$ cat config.mk
export PLATFORM = sky130hd
export DESIGN_NAME = taxi_eth_mac_pause_rx_timer
export DESIGN_NICKNAME = d
export VERILOG_FILES = /design/src/rtl/taxi_eth_mac_pause_rx_timer.sv
export SDC_FILE = /design/constraint.sdc
export NUM_CORES = 1
export LEC_CHECK = 0
export ABC_CLOCK_PERIOD_IN_PS = 3000
export CAP_MARGIN = 20
export CORE_UTILIZATION = 45
export CTS_CLUSTER_SIZE = 14
export DETAILED_ROUTE_END_ITERATION = 10
export GPL_TIMING_DRIVEN = 0
export MAX_ROUTING_LAYER = met4
export PLACE_DENSITY_LB_ADDON = 0.1
export SYNTH_ARGS = -nofsm -noshare
export SYNTH_HDL_FRONTEND = slang
export SYNTH_SLANG_ARGS = --single-unit
$ cat constraint.sdc
create_clock -name clk -period 3 [get_ports clk]
set_input_delay 0.9 -clock clk [delete_from_list [all_inputs] [get_ports clk]]
set_output_delay 0.9 -clock clk [all_outputs]
set_load 0.02 [all_outputs]
$ cat src/rtl/taxi_eth_mac_pause_rx_timer.sv
// Receive-side 802.3 annex 31B PAUSE responder: runs the pause timer in
// 512-bit-time quanta and drives a four-phase req/ack halt request into the TX MAC.
module taxi_eth_mac_pause_rx_timer #(
    parameter int DATA_W   = 8,
    parameter int QUANTA_W = 16,
    parameter int PRESCALE = 512 / DATA_W
) (
    input  logic                clk,
    input  logic                rst_n,
    input  logic                clk_en,
    input  logic                cfg_en,
    input  logic                rx_lfc_valid,
    input  logic [QUANTA_W-1:0] rx_lfc_quanta,
    output logic                tx_pause_req,
    input  logic                tx_pause_ack,
    output logic [QUANTA_W-1:0] quanta_remaining,
    output logic                stat_rx_lfc_pkt,
    output logic                stat_rx_lfc_xon,
    output logic                stat_rx_lfc_xoff,
    output logic                stat_rx_lfc_paused
);

    localparam int PS_W = (PRESCALE > 1) ? $clog2(PRESCALE) : 1;
    localparam logic [PS_W-1:0] PS_RELOAD = PS_W'(PRESCALE - 1);

    typedef enum logic [1:0] {
        ST_IDLE,
        ST_PAUSE,
        ST_PAUSED,
        ST_RELEASE
    } state_t;

    state_t              state_q, state_d;
    logic [QUANTA_W-1:0] count_q, count_d;
    logic [PS_W-1:0]     presc_q, presc_d;
    logic                req_q, req_d;
    logic                pkt_q, pkt_d;
    logic                xon_q, xon_d;
    logic                xoff_q, xoff_d;
    logic                paused_q, paused_d;
    logic                accept;

    assign accept = rx_lfc_valid && cfg_en;

    // Timer: a new frame replaces the count outright; disabling LFC clears it.
    always_comb begin
        count_d = count_q;
        presc_d = presc_q;
        if (!cfg_en) begin
            count_d = '0;
            presc_d = PS_RELOAD;
        end else if (accept) begin
            count_d = rx_lfc_quanta;
            presc_d = PS_RELOAD;
        end else if (clk_en && count_q != '0) begin
            if (presc_q == '0) begin
                count_d = count_q - QUANTA_W'(1);
                presc_d = PS_RELOAD;
            end else begin
                presc_d = presc_q - PS_W'(1);
            end
        end
    end

    // Handshake FSM keyed on the next count, so a load in the expiry cycle keeps the pause.
    always_comb begin
        state_d = state_q;
        case (state_q)
            ST_IDLE: begin
                if (count_d != '0) begin
                    state_d = tx_pause_ack ? ST_RELEASE : ST_PAUSE;
                end
            end
            ST_PAUSE: begin
                if (count_d == '0) begin
                    state_d = ST_RELEASE;
                end else if (tx_pause_ack) begin
                    state_d = ST_PAUSED;
                end
            end
            ST_PAUSED: begin
                if (count_d == '0) begin
                    state_d = ST_RELEASE;
                end else if (!tx_pause_ack) begin
                    state_d = ST_PAUSE;
                end
            end
            ST_RELEASE: begin
                if (!tx_pause_ack) begin
                    state_d = (count_d != '0) ? ST_PAUSE : ST_IDLE;
                end
            end
            default: state_d = ST_IDLE;
        endcase
    end

    always_comb begin
        req_d    = (state_d == ST_PAUSE) || (state_d == ST_PAUSED);
        pkt_d    = accept;
        xon_d    = accept && (rx_lfc_quanta == '0);
        xoff_d   = accept && (rx_lfc_quanta != '0);
        paused_d = (state_q == ST_PAUSED) && clk_en;
    end

    always_ff @(posedge clk or negedge rst_n) begin
        if (!rst_n) begin
            state_q  <= ST_IDLE;
            count_q  <= '0;
            presc_q  <= PS_RELOAD;
            req_q    <= 1'b0;
            pkt_q    <= 1'b0;
            xon_q    <= 1'b0;
            xoff_q   <= 1'b0;
            paused_q <= 1'b0;
        end else begin
            state_q  <= state_d;
            count_q  <= count_d;
            presc_q  <= presc_d;
            req_q    <= req_d;
            pkt_q    <= pkt_d;
            xon_q    <= xon_d;
            xoff_q   <= xoff_d;
            paused_q <= paused_d;
        end
    end

    assign tx_pause_req       = req_q;
    assign quanta_remaining   = count_q;
    assign stat_rx_lfc_pkt    = pkt_q;
    assign stat_rx_lfc_xon    = xon_q;
    assign stat_rx_lfc_xoff   = xoff_q;
    assign stat_rx_lfc_paused = paused_q;

endmodule

# Yosys cells after proc, flatten, opt, wreduce, memory -nomap -nowiden
# Index checks and enable logic that the tools add are counted.
[word_totals]
output_inout_bits = 21
latch_bits = 0
romBits = 0
in_bits = 22
ramBits = 0
wordCells = 46
n_memories = 0
ff_bits = 29
[classes]
n_mux = 17
n_mul = 0
shifts = 0
div = 0
bitwise = 0
eq_ne = 6
magnitude_cmp = 0
reduce_logical = 13
add_sub_neg = 2
[ops]
columns = ["operator", "count"]
rows = [
  ["two-way mux 16 bit", 4],
  ["nonzero test 16 bit", 3],
  ["logical NOT 16 bit", 2],
  ["two-way mux 6 bit", 4],
  ["subtractor 16 x 1 -> 16 bit, second input constant", 1],
  ["two-way mux 2 bit", 7],
  ["case mux 2 bit (4 select lines)", 1],
  ["== test 2 bit, second input constant", 3],
  ["logical NOT 6 bit", 1],
  ["subtractor 6 x 1 -> 6 bit, second input constant", 1],
  ["logical AND 1 bit", 5],
  ["== test 2 x 1 -> 1 bit, second input constant", 2],
  ["!= test 3 x 1 -> 1 bit, second input constant", 1],
  ["logical NOT 2 bit", 1],
  ["logical OR 1 bit", 1],
  ["two-way mux 1 bit", 1],
]

# Depth between registers and ports, before layout
[logic_depth]
word_depth = 11
ltp_mapped = 12

# Least setup slack after synthesis
# Ideal clock, no wire load.
[synth_path]
kind = "register to register"
startpoint = "register count_q[0] (netlist: quanta_remaining[0])"
endpoint = "register state_q[1]"
arrival_time_ns = 3.290
slack_ns = -0.409
stages_incl_launch_ff = 13
setup_time_ns = 0.119
path_buffers = 2
path_cell_list = "dfrtp_1 > inv_1 > ha_1 > or4b_1 > buf_2 > or4_1 > clkbuf_1 > nor4_1 > mux2_2 > o21ai_0 > nand3_1 > nor4_1 > o21ba_1"
[synth_between]
elab_chain_len = 8
[synth_lines]
columns = ["element", "line", "text"]
rows = [
  ["start: declaration", "34", "logic [QUANTA_W-1:0] count_q, count_d;"],
  ["start signal: assignment", "117", "count_q <= count_d;"],
  ["subtractor 16 x 1 -> 16 bit or nonzero test 16 bit (tied branches)", "57, 55", ""],
  ["two-way mux 16 bit or logical AND 1 bit (tied branches)", "56, 55", ""],
  ["two-way mux 16 bit (*)", "55", "end else if (clk_en && count_q != '0) begin"],
  ["two-way mux 16 bit (*)", "52", "end else if (accept) begin"],
  ["two-way mux 16 bit (*)", "49", "if (!cfg_en) begin"],
  ["logical NOT 16 bit or nonzero test 16 bit (tied branches)", "75, 82, 70", ""],
  ["two-way mux 2 bit, on equally long branches", "82, 70, 75", ""],
  ["case mux 2 bit (4 select lines) (*)", "68", "case (state_q)"],
  ["net state_d[1]", "33", "state_t state_q, state_d;"],
  ["end signal: assignment", "116", "state_q <= state_d;"],
  ["end: declaration", "33", ""],
]
# Mark *: on every way through the listed nets, which the timed path passes. The rest lies on a longest branch.
# A chain may end at the register's enable or synchronous reset.

# Worst setup path in the final report
[layout_path]
startpoint = "register count_q[5] (netlist: quanta_remaining[5])"
endpoint = "register state_q[0]"
[layout_between]
elab_chain_len = 9
[layout_lines]
columns = ["element", "line", "text"]
rows = [
  ["subtractor 16 x 1 -> 16 bit or nonzero test 16 bit (tied branches)", "57, 55", ""],
  ["two-way mux 16 bit or logical AND 1 bit (tied branches)", "56, 55", ""],
  ["two-way mux 16 bit (*)", "55", ""],
  ["two-way mux 16 bit (*)", "52", ""],
  ["two-way mux 16 bit (*)", "49", ""],
  ["net count_d[6]", "34", ""],
  ["nonzero test 16 bit", "70, 90", ""],
  ["two-way mux 1 bit", "90", "state_d = (count_d != '0) ? ST_PAUSE : ST_IDLE;"],
  ["two-way mux 2 bit", "89", "if (!tx_pause_ack) begin"],
  ["case mux 2 bit (4 select lines) (*)", "68", ""],
  ["net state_d[0]", "33", ""],
]
# Marked as above.

==> results.txt <==
P per Cell Area: 448 nW/um2
Vias/cell: 6.21
R2R Setup Slk: -250 ps
Synthesized flop and latch total: 29
Share of the yosys chip area belonging to registers: 39.9%
Vias: 1962
Critical Path RT: 3170 ps
Fin nets: 291
Relative slew slack: 51.8%
Cells after Synth: 210
N_diodes: 0
Worst Path Max Fanout: 8
Failing checks: negative setup slack
Critical path arrival: 3420 ps
Syn nets: 234
Hold Path Class: reg -> reg
R2r startpoint: quanta_remaining[5]
Crit path capture type: register
Post-synth ARST share: 100%
Final period util: 108%
WL/cell: 18.6 um
Post-synth top area share: 31.3%
Layout area overhead: 45.4%
Worst-Margin Slew: 720 ps
Static leakage: 1.03 nW
Main area contributors after synthesis: dfrtp_1, dfstp_2, nor4_1, nand2_1, o21ai_0
Hold Path Depth: 2
Vias in the first global route: 1890
Initial antenna violation count: 0
Fill cells: 310
Yosys cell types: 50
Status: finished, violations left
Antenna-violating nets left: 0
DP Wirelength: 3.97 mm
Min Hold Slack: 522 ps
Synth area leader: dfrtp_1
Gr usage total: 30.1%
CTS Sinks: 29
Starting Density: 48.4%
Grt ovf: 0
Chip Height: 65.9 um
Final hold violations: 0
Slew Viols, Final: 0
Period minus WS final: 3250 ps
Terminus of the critical flop-to-flop path: state_q[0]
Worst Setup Start Kind: register
Commonest non-fill, non-tap cell in the layout: clkdlybuf4s50_1
CTS H-Tree Depth: 2
End point of the worst hold path: presc_q[1]
I/O pins: 43
Drt drc: 0
Post-Syn Area: 1840 um2
Setup TNS: -607 ps
Peak supply drop: 0.000365 V
CTS Buf Count: 5
Synth Flop Type: dfrtp_1
Synth warn: 0
RSZ-0062 raised after global routing: yes
Final worst slack: -247 ps
Clk slew on worst S/H paths: 70 ps
First DRT Iteration DRCs: 162
Fmax: 308 MHz
Commonest non-fill, non-tap cells in the layout: clkdlybuf4s50_1, nand2_1, dfrtp_1
Pwr Total: 1.20 mW
TritonCTS clock tree: yes
Gpl congestion: 0.873
Mean Syn Cell Area: 8.76 um2
CP Class: reg -> reg
Final setup vio count: 3
Hold Startpoint: presc_q[1]
R2R cell count: 9
Clk root buf: clkbuf_8
DRT Pass-1 Iters: 5
Post-synth EDFFs: 0
I/O Buffers: 40
Final WL: 5.87 mm
Global-route wire length before repair: 9.34 mm
Clk_skew: 4.72 ps
Largest net degree at the start of global routing: 18
Max Cap Violations: 0
Later-pin clock latency in the skew report: 290 ps
Rows: 22
Max clock buf depth: 2
Share of post-route cells with drive strength above 1: 22.4%
Core Footprint: 3800 um2
Die X-Extent: 65.9 um
Die Area: 4350 um2
Yosys cell counts, types with 2 or more instances:
| master | n |
|---|---|
| a21oi_1 | 3 |
| a31oi_1 | 6 |
| and2_1 | 3 |
| and3_1 | 2 |
| and4_1 | 2 |
| clkbuf_1 | 8 |
| dfrtp_1 | 23 |
| dfstp_2 | 6 |
| ha_1 | 2 |
| inv_1 | 11 |
| nand2_1 | 19 |
| nand3_1 | 4 |
| nand4_1 | 3 |
| nor2_1 | 15 |
| nor2b_1 | 7 |
| nor3_1 | 6 |
| nor3b_1 | 2 |
| nor4_1 | 14 |
| nor4b_1 | 2 |
| o211ai_1 | 6 |
| o21ai_0 | 14 |
| o221ai_1 | 2 |
| o311ai_0 | 2 |
| o31ai_1 | 3 |
| or2_2 | 2 |
| or3_1 | 7 |
| or4_1 | 8 |
| xnor2_1 | 3 |
| xor2_1 | 4 |
through the flow:
stage          cell area, um2  setup slack, ps  std cells  util, %
4_1_cts                  2620             -259        314     69.0
2_1_floorplan            1890             -271        210        -
3_5_place_dp             2380            -1160        299     62.5
6_report                 2670             -247        316     70.4
5_1_grt                  2670             -414        316     70.4
3_3_place_gp             2350            -1190        298     61.8
cells by family after synthesis:
family                     after synthesis  share of synthesized area [%]
and+or+nand+nor                        102                           32.0
muxes                                    1                          0.612
adders and majority gates                2                           1.36
buffers and inverters                   22                           4.97
xor gates and xnor gates                 7                           3.33
AOI/OAI and AO/OA                       47                           17.8
DFF                                     29                           39.9
per-layer routing:
metal / wire length, um / vias to the layer above / track usage [%] / part of all wire, %
met4: 180 / 0 / 13.8 / 3.1
met3: 430 / 19 / 4.66 / 7.3
met5: 0 / - / - / 0
met1: 2460 / 935 / 37.6 / 42
met2: 2800 / 103 / 47.8 / 48
li1: - / 905 / - / -
state kept, by name (all words and copies together) (netlist names):
name / count
tx_pause_req: 1
stat_rx_lfc_pkt: 1
stat_rx_lfc_paused: 1
presc_q: 6
quanta_remaining: 16
stat_rx_lfc_xon: 1
stat_rx_lfc_xoff: 1
state_q: 2
worst max-delay path: stages, from the launching register on:
cell      delay, ps
dfrtp_1         450
or4_4           610
or4_4           580
and3_4          200
a221o_1         350
a311oi_2        220
nand4_2         240
buf_6           200
nor4_2          200
nor3b_1          70
report_power, final:
group          internal, mW  switching [mW]  total, mW
clock network         0.330           0.158      0.487
registers             0.414          0.0269      0.441
logic                 0.124           0.146      0.270
total                 0.867           0.331       1.20
cell type report:
class,instances,area [um2],share of cell area [%]
sequential,29,738,27.6
clock inverter,3,65.1,2.43
multi-input combinational,159,1140,42.5
clock buffer,5,68.8,2.57
buffer,8,41.3,1.54
timing repair buffer,53,523,19.6
tap,48,60.1,2.25
inverter,11,41.3,1.54
worst max path at each step:
stage                        start          to  cells past startpoint
2_1_floorplan  quanta_remaining[1]  state_q[1]                     12
3_3_place_gp                clk_en  state_q[1]                      9
4_1_cts        quanta_remaining[0]  state_q[0]                     12
6_report       quanta_remaining[5]  state_q[0]                      9
3_5_place_dp                clk_en  state_q[1]                      9
5_1_grt                     clk_en  state_q[0]                     11
repair_timing:
item	in CTS	in global routing
buffers inserted	9	3
pin swaps	9	1
endpoints found under the setup margin	5	3
cloned	0	0
hold buffers	0	0
gates resized for setup	16	9
(Power assumes the default switching activity.)
